### config.mk
export PLATFORM = sky130hd
export DESIGN_NAME = dco_freq_acq_ctrl
export DESIGN_NICKNAME = d
export VERILOG_FILES = /design/src/rtl/dco_acq_pkg.sv /design/src/rtl/ref_edge_sync.sv /design/src/rtl/dco_freq_acq_ctrl.sv
export SDC_FILE = /design/constraint.sdc
export NUM_CORES = 1
export LEC_CHECK = 0
export CORE_MARGIN = 1
export CORE_UTILIZATION = 59
export CTS_BUF_LIST = sky130_fd_sc_hd__clkbuf_8
export CTS_CLUSTER_SIZE = 25
export DETAILED_ROUTE_END_ITERATION = 6
export PLACE_DENSITY = 0.89
export SYNTH_ARGS = -nofsm -noshare
export SYNTH_HDL_FRONTEND = slang
export SYNTH_HIERARCHICAL = 1
export SYNTH_SLANG_ARGS = --single-unit
### constraint.sdc
create_clock -name pclk -period 3.2 [get_ports pclk]
set_input_delay 0.8 -clock pclk [delete_from_list [all_inputs] [get_ports pclk]]
set_output_delay 0.8 -clock pclk [all_outputs]
set_load 0.01 [all_outputs]
### src/rtl/dco_acq_pkg.sv
`timescale 1ns/1fs
// ---------------------------------------------------------------------------
// dco_acq_pkg
// Shared types and defaults for the DCO coarse frequency-acquisition block.
//   acq_state_t   : sequencer states
//   *_DEF         : default parameter values used by dco_freq_acq_ctrl
//   dctrl_offset  : mid-scale offset between the unsigned search code and
//                   the signed DCO control word
// ---------------------------------------------------------------------------
package dco_acq_pkg;

   typedef enum logic [2:0] {
      IDLE   = 3'd0,
      SETTLE = 3'd1,
      ALIGN  = 3'd2,
      MEAS   = 3'd3,
      DECIDE = 3'd4,
      DONE   = 3'd5
   } acq_state_t;

   localparam int unsigned DCTRL_W_DEF      = 32'd16;
   localparam int unsigned CNT_W_DEF        = 32'd16;
   localparam int unsigned REF_WIN_DEF      = 32'd64;
   localparam int unsigned SETTLE_EDGES_DEF = 32'd4;
   localparam int unsigned TOL_DEF          = 32'd2;

   // 2^(w-1): subtracting this from the unsigned code gives the signed dctrl,
   // so code 0 is the slowest setting and all-ones the fastest.
   function automatic logic [31:0] dctrl_offset(input int unsigned w);
      return 32'd1 << (w - 32'd1);
   endfunction

endpackage

### src/rtl/ref_edge_sync.sv
`timescale 1ns/1fs
// ---------------------------------------------------------------------------
// ref_edge_sync
// Brings the asynchronous reference clock into the pclk domain through a
// two-flop synchronizer and emits a one-pclk pulse per refclk rising edge.
// The pulse follows the refclk rise by 2-3 pclk cycles.
// Ports:
//   pclk     in  : sampling clock
//   resetn   in  : asynchronous active-low reset
//   refclk   in  : reference clock, treated as asynchronous data
//   ref_edge out : one-cycle pulse per synchronized rising edge
// ---------------------------------------------------------------------------
module ref_edge_sync (
   input  logic pclk,
   input  logic resetn,
   input  logic refclk,
   output logic ref_edge
);

   logic sync1_q, sync1_d;
   logic sync2_q, sync2_d;
   logic prev_q,  prev_d;

   // Next-state of the synchronizer chain and the edge-detect history flop.
   always_comb begin
      sync1_d = refclk;
      sync2_d = sync1_q;
      prev_d  = sync2_q;
   end

   // Synchronizer and edge-detect registers.
   always_ff @(posedge pclk or negedge resetn) begin
      if (!resetn) begin
         sync1_q <= 1'b0;
         sync2_q <= 1'b0;
         prev_q  <= 1'b0;
      end else begin
         sync1_q <= sync1_d;
         sync2_q <= sync2_d;
         prev_q  <= prev_d;
      end
   end

   // Kept combinational on purpose: a registered pulse would push the
   // edge latency past three pclk cycles.
   assign ref_edge = sync2_q & ~prev_q;

endmodule

### src/rtl/dco_freq_acq_ctrl.sv
`timescale 1ns/1fs
// ---------------------------------------------------------------------------
// dco_freq_acq_ctrl
// Coarse frequency acquisition for the DCO. A successive-approximation search
// over the control code measures the DCO frequency by counting pclk cycles
// across REF_WIN refclk periods, keeping each trial bit only if the count does
// not exceed divn*REF_WIN. One extra verify measurement on the final code
// reports locked (within TOL counts) or fail.
// Ports:
//   pclk       in  : DCO output clock, clocks all state
//   resetn     in  : asynchronous active-low reset
//   refclk     in  : reference clock, asynchronous to pclk
//   start      in  : one-cycle acquisition request (ignored while busy)
//   abort      in  : synchronous abort to IDLE, code and meas_count held
//   divn       in  : target ratio f(pclk)/f(refclk), latched at start
//   dctrl      out : signed DCO control word (code - 2^(DCTRL_W-1))
//   busy       out : high outside IDLE and DONE
//   locked     out : verify measurement within tolerance
//   fail       out : verify measurement outside tolerance
//   meas_count out : last latched window count
// Parameter limits: REF_WIN a power of two >= 2, SETTLE_EDGES >= 1.
// ---------------------------------------------------------------------------
module dco_freq_acq_ctrl
   import dco_acq_pkg::*;
#(
   parameter int unsigned DCTRL_W      = DCTRL_W_DEF,
   parameter int unsigned CNT_W        = CNT_W_DEF,
   parameter int unsigned REF_WIN      = REF_WIN_DEF,
   parameter int unsigned SETTLE_EDGES = SETTLE_EDGES_DEF,
   parameter int unsigned TOL          = TOL_DEF
) (
   input  logic                                  pclk,
   input  logic                                  resetn,
   input  logic                                  refclk,
   input  logic                                  start,
   input  logic                                  abort,
   input  logic [CNT_W-1:0]                      divn,
   output logic signed [DCTRL_W-1:0]             dctrl,
   output logic                                  busy,
   output logic                                  locked,
   output logic                                  fail,
   output logic [CNT_W+$clog2(REF_WIN)-1:0]      meas_count
);

   localparam int unsigned WIN_LG = $clog2(REF_WIN);
   localparam int unsigned MEAS_W = CNT_W + WIN_LG;
   localparam int unsigned IDX_W  = $clog2(DCTRL_W);
   localparam int unsigned EDGE_W = $clog2(REF_WIN + SETTLE_EDGES + 1);

   localparam logic [DCTRL_W-1:0] CODE_MID    = DCTRL_W'(dctrl_offset(DCTRL_W));
   localparam logic [IDX_W-1:0]   IDX_TOP     = IDX_W'(DCTRL_W - 1);
   localparam logic [EDGE_W-1:0]  LAST_SETTLE = EDGE_W'(SETTLE_EDGES - 1);
   localparam logic [EDGE_W-1:0]  LAST_WIN    = EDGE_W'(REF_WIN - 1);
   localparam logic [MEAS_W-1:0]  TOL_V       = MEAS_W'(TOL);
   localparam logic [MEAS_W-1:0]  CNT_MAX     = {MEAS_W{1'b1}};

   acq_state_t          state_q, state_d;
   logic [DCTRL_W-1:0]  code_q, code_d;
   logic [DCTRL_W-1:0]  dctrl_q, dctrl_d;
   logic [IDX_W-1:0]    idx_q, idx_d;
   logic [EDGE_W-1:0]   edge_cnt_q, edge_cnt_d;
   logic [MEAS_W-1:0]   cnt_q, cnt_d;
   logic [MEAS_W-1:0]   meas_q, meas_d;
   logic [MEAS_W-1:0]   target_q, target_d;
   logic                verify_q, verify_d;
   logic                locked_q, locked_d;
   logic                fail_q, fail_d;
   logic                busy_q, busy_d;

   logic                ref_edge;
   logic [MEAS_W-1:0]   cnt_inc;
   logic [MEAS_W-1:0]   meas_err;
   logic [DCTRL_W-1:0]  code_v;

   ref_edge_sync u_ref_edge_sync (
      .pclk     (pclk),
      .resetn   (resetn),
      .refclk   (refclk),
      .ref_edge (ref_edge)
   );

   // Sequencer next-state, SAR code update and measurement bookkeeping.
   always_comb begin
      state_d    = state_q;
      code_d     = code_q;
      idx_d      = idx_q;
      edge_cnt_d = edge_cnt_q;
      cnt_d      = cnt_q;
      meas_d     = meas_q;
      target_d   = target_q;
      verify_d   = verify_q;
      locked_d   = locked_q;
      fail_d     = fail_q;
      code_v     = code_q;

      // The count that includes the current cycle, saturating at all ones.
      cnt_inc  = (cnt_q == CNT_MAX) ? cnt_q : cnt_q + MEAS_W'(1);
      meas_err = (meas_q >= target_q) ? (meas_q - target_q) : (target_q - meas_q);

      if (abort) begin
         // Abort beats everything, including a simultaneous start.
         state_d  = IDLE;
         locked_d = 1'b0;
         fail_d   = 1'b0;
      end else begin
         case (state_q)
            IDLE, DONE: begin
               if (start) begin
                  locked_d   = 1'b0;
                  fail_d     = 1'b0;
                  target_d   = MEAS_W'(divn) << WIN_LG;
                  idx_d      = IDX_TOP;
                  code_d     = CODE_MID;   // only the top trial bit set
                  verify_d   = 1'b0;
                  edge_cnt_d = '0;
                  state_d    = SETTLE;
               end else begin
                  state_d = state_q;
               end
            end

            SETTLE: begin
               if (ref_edge) begin
                  if (edge_cnt_q == LAST_SETTLE) begin
                     edge_cnt_d = '0;
                     state_d    = ALIGN;
                  end else begin
                     edge_cnt_d = edge_cnt_q + EDGE_W'(1);
                  end
               end else begin
                  edge_cnt_d = edge_cnt_q;
               end
            end

            ALIGN: begin
               // Start the window exactly on a reference edge.
               if (ref_edge) begin
                  cnt_d      = '0;
                  edge_cnt_d = '0;
                  state_d    = MEAS;
               end else begin
                  state_d = state_q;
               end
            end

            MEAS: begin
               cnt_d = cnt_inc;
               if (ref_edge) begin
                  if (edge_cnt_q == LAST_WIN) begin
                     meas_d  = cnt_inc;
                     state_d = DECIDE;
                  end else begin
                     edge_cnt_d = edge_cnt_q + EDGE_W'(1);
                  end
               end else begin
                  edge_cnt_d = edge_cnt_q;
               end
            end

            DECIDE: begin
               if (!verify_q) begin
                  // Too fast: drop the bit under trial.
                  if (meas_q > target_q) begin
                     code_v[idx_q] = 1'b0;
                  end else begin
                     code_v[idx_q] = code_q[idx_q];
                  end
                  if (idx_q != '0) begin
                     idx_d                  = idx_q - IDX_W'(1);
                     code_v[idx_q - IDX_W'(1)] = 1'b1;
                  end else begin
                     // All bits resolved; one more window on the final code.
                     verify_d = 1'b1;
                  end
                  code_d     = code_v;
                  edge_cnt_d = '0;
                  state_d    = SETTLE;
               end else begin
                  if (meas_err <= TOL_V) begin
                     locked_d = 1'b1;
                  end else begin
                     fail_d = 1'b1;
                  end
                  state_d = DONE;
               end
            end

            default: begin
               state_d = IDLE;
            end
         endcase
      end

      busy_d  = (state_d != IDLE) && (state_d != DONE);
      dctrl_d = code_d - DCTRL_W'(dctrl_offset(DCTRL_W));
   end

   // State and output registers.
   always_ff @(posedge pclk or negedge resetn) begin
      if (!resetn) begin
         state_q    <= IDLE;
         code_q     <= CODE_MID;
         dctrl_q    <= '0;
         idx_q      <= IDX_TOP;
         edge_cnt_q <= '0;
         cnt_q      <= '0;
         meas_q     <= '0;
         target_q   <= '0;
         verify_q   <= 1'b0;
         locked_q   <= 1'b0;
         fail_q     <= 1'b0;
         busy_q     <= 1'b0;
      end else begin
         state_q    <= state_d;
         code_q     <= code_d;
         dctrl_q    <= dctrl_d;
         idx_q      <= idx_d;
         edge_cnt_q <= edge_cnt_d;
         cnt_q      <= cnt_d;
         meas_q     <= meas_d;
         target_q   <= target_d;
         verify_q   <= verify_d;
         locked_q   <= locked_d;
         fail_q     <= fail_d;
         busy_q     <= busy_d;
      end
   end

   assign dctrl      = dctrl_q;
   assign busy       = busy_q;
   assign locked     = locked_q;
   assign fail       = fail_q;
   assign meas_count = meas_q;

endmodule

==> summary.txt <==
status -> finished clean
clk buf depth -> 2
maxcap violations -> 0
fmax -> 324 MHz
critical path arrival -> 3.41 ns
latest clock arrival within the worst-skew pair -> 0.39 ns
Crit Path Class -> reg -> reg
launching point of the worst reg2reg path -> meas_count[6]
post-synthesis compound-gate area fraction -> 22.5%
yosys warns -> 6
initial core utilization -> 61.2%
number of synthesized flops with an enable pin -> 0
CP endpoint kind -> flip-flop
CP startpoint -> meas_count[6]
Die Y -> 114 um
flop2flop setup slack -> 0.11 ns
Pwr Total -> 3.01 mW
simple-gate area share of the yosys netlist -> 21.0%
Final nets -> 988
CTS Buf Count -> 9
CTS tree -> done
Non-Filler Instances -> 1097
commonest non-fill, non-tap cell in the layout -> nand2_1
DRT Pass-1 Iters -> 5
Synth-to-Final Area Change -> 12.1%
wire per inst -> 17.4 um
placed wire-length estimate -> 14.6 mm
largest net degree at the start of global routing -> 53
Netlist cell types -> 76
Main synth FF type -> dfrtp_1
Syn Inst Count -> 886
Final Util -> 68.5%
H-tree depth -> 3
diode count -> 0
worst vdd rail ir drop -> 0.000326 V
core box area -> 12200 um2
Hold Worst Slack -> 0.361 ns
largest family of logic cells by synthesized area -> compound AO/OA/AOI/OAI gates
type of origin of the critical path -> flip-flop
layout cell share with drive strength beyond 1 -> 11.7%
drt total wl -> 19.1 mm
Die X -> 114 um
Final period util -> 96.5%
number of placement rows -> 40
Worst Reg2Reg Path Length in Cells -> 13
mux contribution to synthesized area -> 5.25%
Clock Skew -> 0.0129 ns
max-slew violation count -> 0
Setup Slack @ Placement -> 0.137 ns
Layout fillers -> 968
WP data required -> 3.53 ns
post_cts resized -> 0
ys async rst share -> 100%
worst setup path end -> locked
synthesized flop and latch total -> 98
relative max-transition margin -> 35.6%
DR iter-0 viols -> 708
first-pass GRT wire length -> 31.6 mm
hold buffers post-CTS -> 0
post-CTS setup buffer count -> 0
Top-Level Pins -> 62
crit path time final -> 3.09 ns
# DRC -> 0
sequential area share after synthesis -> 33.1%
power per cell area -> 361 nW/um2
post-route setup TNS -> 0 ns
Cell Area, Synth -> 7440 um2
DP Cell Count -> 1082
Post-Synth XOR/XNOR Area -> 4.12%
Adder-Cell Fraction of Synth Area -> 7.17%
post-synth net total -> 949
r2r endpoint -> locked
dpl cell area -> 8140 um2
GRT overflow -> 0
initial antenna violation count -> 0
final hold violations -> 0
gp weighted congestion -> 0.972
clock root cell -> clkbuf_8
antenna-violating nets left -> 0
Max FO, Critical Path -> 7
post-route setup slack -> 0.114 ns
most frequent cells in the layout -> nand2_1, o21ai_0, dfrtp_1, nor2_1, clkdlybuf4s50_1
Die Area -> 13100 um2
clock sink count -> 98
design area -> 8340 um2
vias in the first global route -> 6249
Vias/cell -> 6.20
port bufs -> 61
Least-Margin Pin Slew -> 0.962 ns
synthesized area per cell -> 8.40 um2
Hold Crit Depth -> 0
routed vias -> 6805
GR Util All Layers -> 31.0%
clock-pin transition on the worst setup and hold timing paths -> 0.10 ns
Tightest Hold Check Type -> reg -> reg
endpoints failing setup -> 0
Leak -> 3.54 nW
layout make-up:
class                           instances  area, um2  area share, %
Timing Repair Buffer                   93        848           10.2
Sequential cell                        98       2460           29.5
Clock buffer                            9        124           1.49
Clock inverter                          6       36.3          0.435
Tap cell                              168        210           2.52
Inverter                               41        154           1.85
Multi-Input combinational cell        682       4510           54.0
kinds of logic (layout without fill, tap and decap cells):
| group | Yosys count | in the layout |
|---|---|---|
| simple gates | 306 | 306 |
| flops | 98 | 98 |
| compound gates | 269 | 269 |
| fa+ha+maj | 42 | 42 |
| buf+inv | 106 | 149 |
| mux | 30 | 30 |
| xor+xnor | 35 | 35 |
power by group:
group | total, mW | leakage, nW | internal (mW) | switching, mW
clock | 0.716 | 0.0783 | 0.272 | 0.443
combinational | 0.936 | 2.16 | 0.396 | 0.540
sequential | 1.36 | 1.30 | 1.30 | 0.0631
cells in the mapped netlist, types with 12 or more instances:
cell,count,area [um2]
clkbuf_1,30,113
nor2_1,66,248
o31ai_1,12,90.1
a21oi_1,53,265
inv_1,41,154
nor3_1,14,70.1
and3_1,17,106
nand2_1,100,375
o21ai_0,99,495
xnor2_1,26,228
dfrtp_1,93,2330
nor2b_1,13,81.3
buf_4,22,165
a31oi_1,20,125
mux2_2,19,214
nand3_1,29,145
ha_1,41,513
worst min path at each step:
stage,start,to,slack [ns]
6_report,u_ref_edge_sync/sync1_q,u_ref_edge_sync/prev_d,0.36
4_1_cts,u_ref_edge_sync/sync1_q,u_ref_edge_sync/prev_d,0.37
3_5_place_dp,u_ref_edge_sync/sync1_q,u_ref_edge_sync/prev_d,0.34
5_1_grt,u_ref_edge_sync/sync1_q,u_ref_edge_sync/prev_d,0.38
2_1_floorplan,u_ref_edge_sync/sync1_q,u_ref_edge_sync/prev_d,0.33
3_3_place_gp,u_ref_edge_sync/sync1_q,u_ref_edge_sync/prev_d,0.33
per-layer routing:
layer	up-vias	global-route usage (%)	wire (um)
met3	39	4.82	1310
li1	3227	-	-
met4	0	11.9	420
met1	3277	43.6	8470
met5	-	0	0
met2	262	48.3	8930
sequential cells by signal, summed over array words and instances (netlist names):
name                     cells
cnt_q                       22
meas_count                  22
dctrl                       16
target_q                    16
edge_cnt_q                   7
idx_q                        4
state_q                      3
busy                         1
code_q                       1
fail                         1
locked                       1
u_ref_edge_sync/prev_d       1
u_ref_edge_sync/prev_q       1
u_ref_edge_sync/sync1_q      1
verify_q                     1
critical path, cell delays in order, from the launching register on:
cell and delay, ns:
dfrtp_1 0.41, inv_1 0.08, ha_1 0.21, inv_1 0.07, fa_1 0.38, nand3_1 0.10
a21oi_1 0.11, o21a_2 0.27, or4_1 0.56, a32oi_2 0.19, xnor2_1 0.14, nand2_1 0.11
nor4_1 0.22, a22o_1 0.17
No activity file was read; power rests on OpenSTA's default activity.
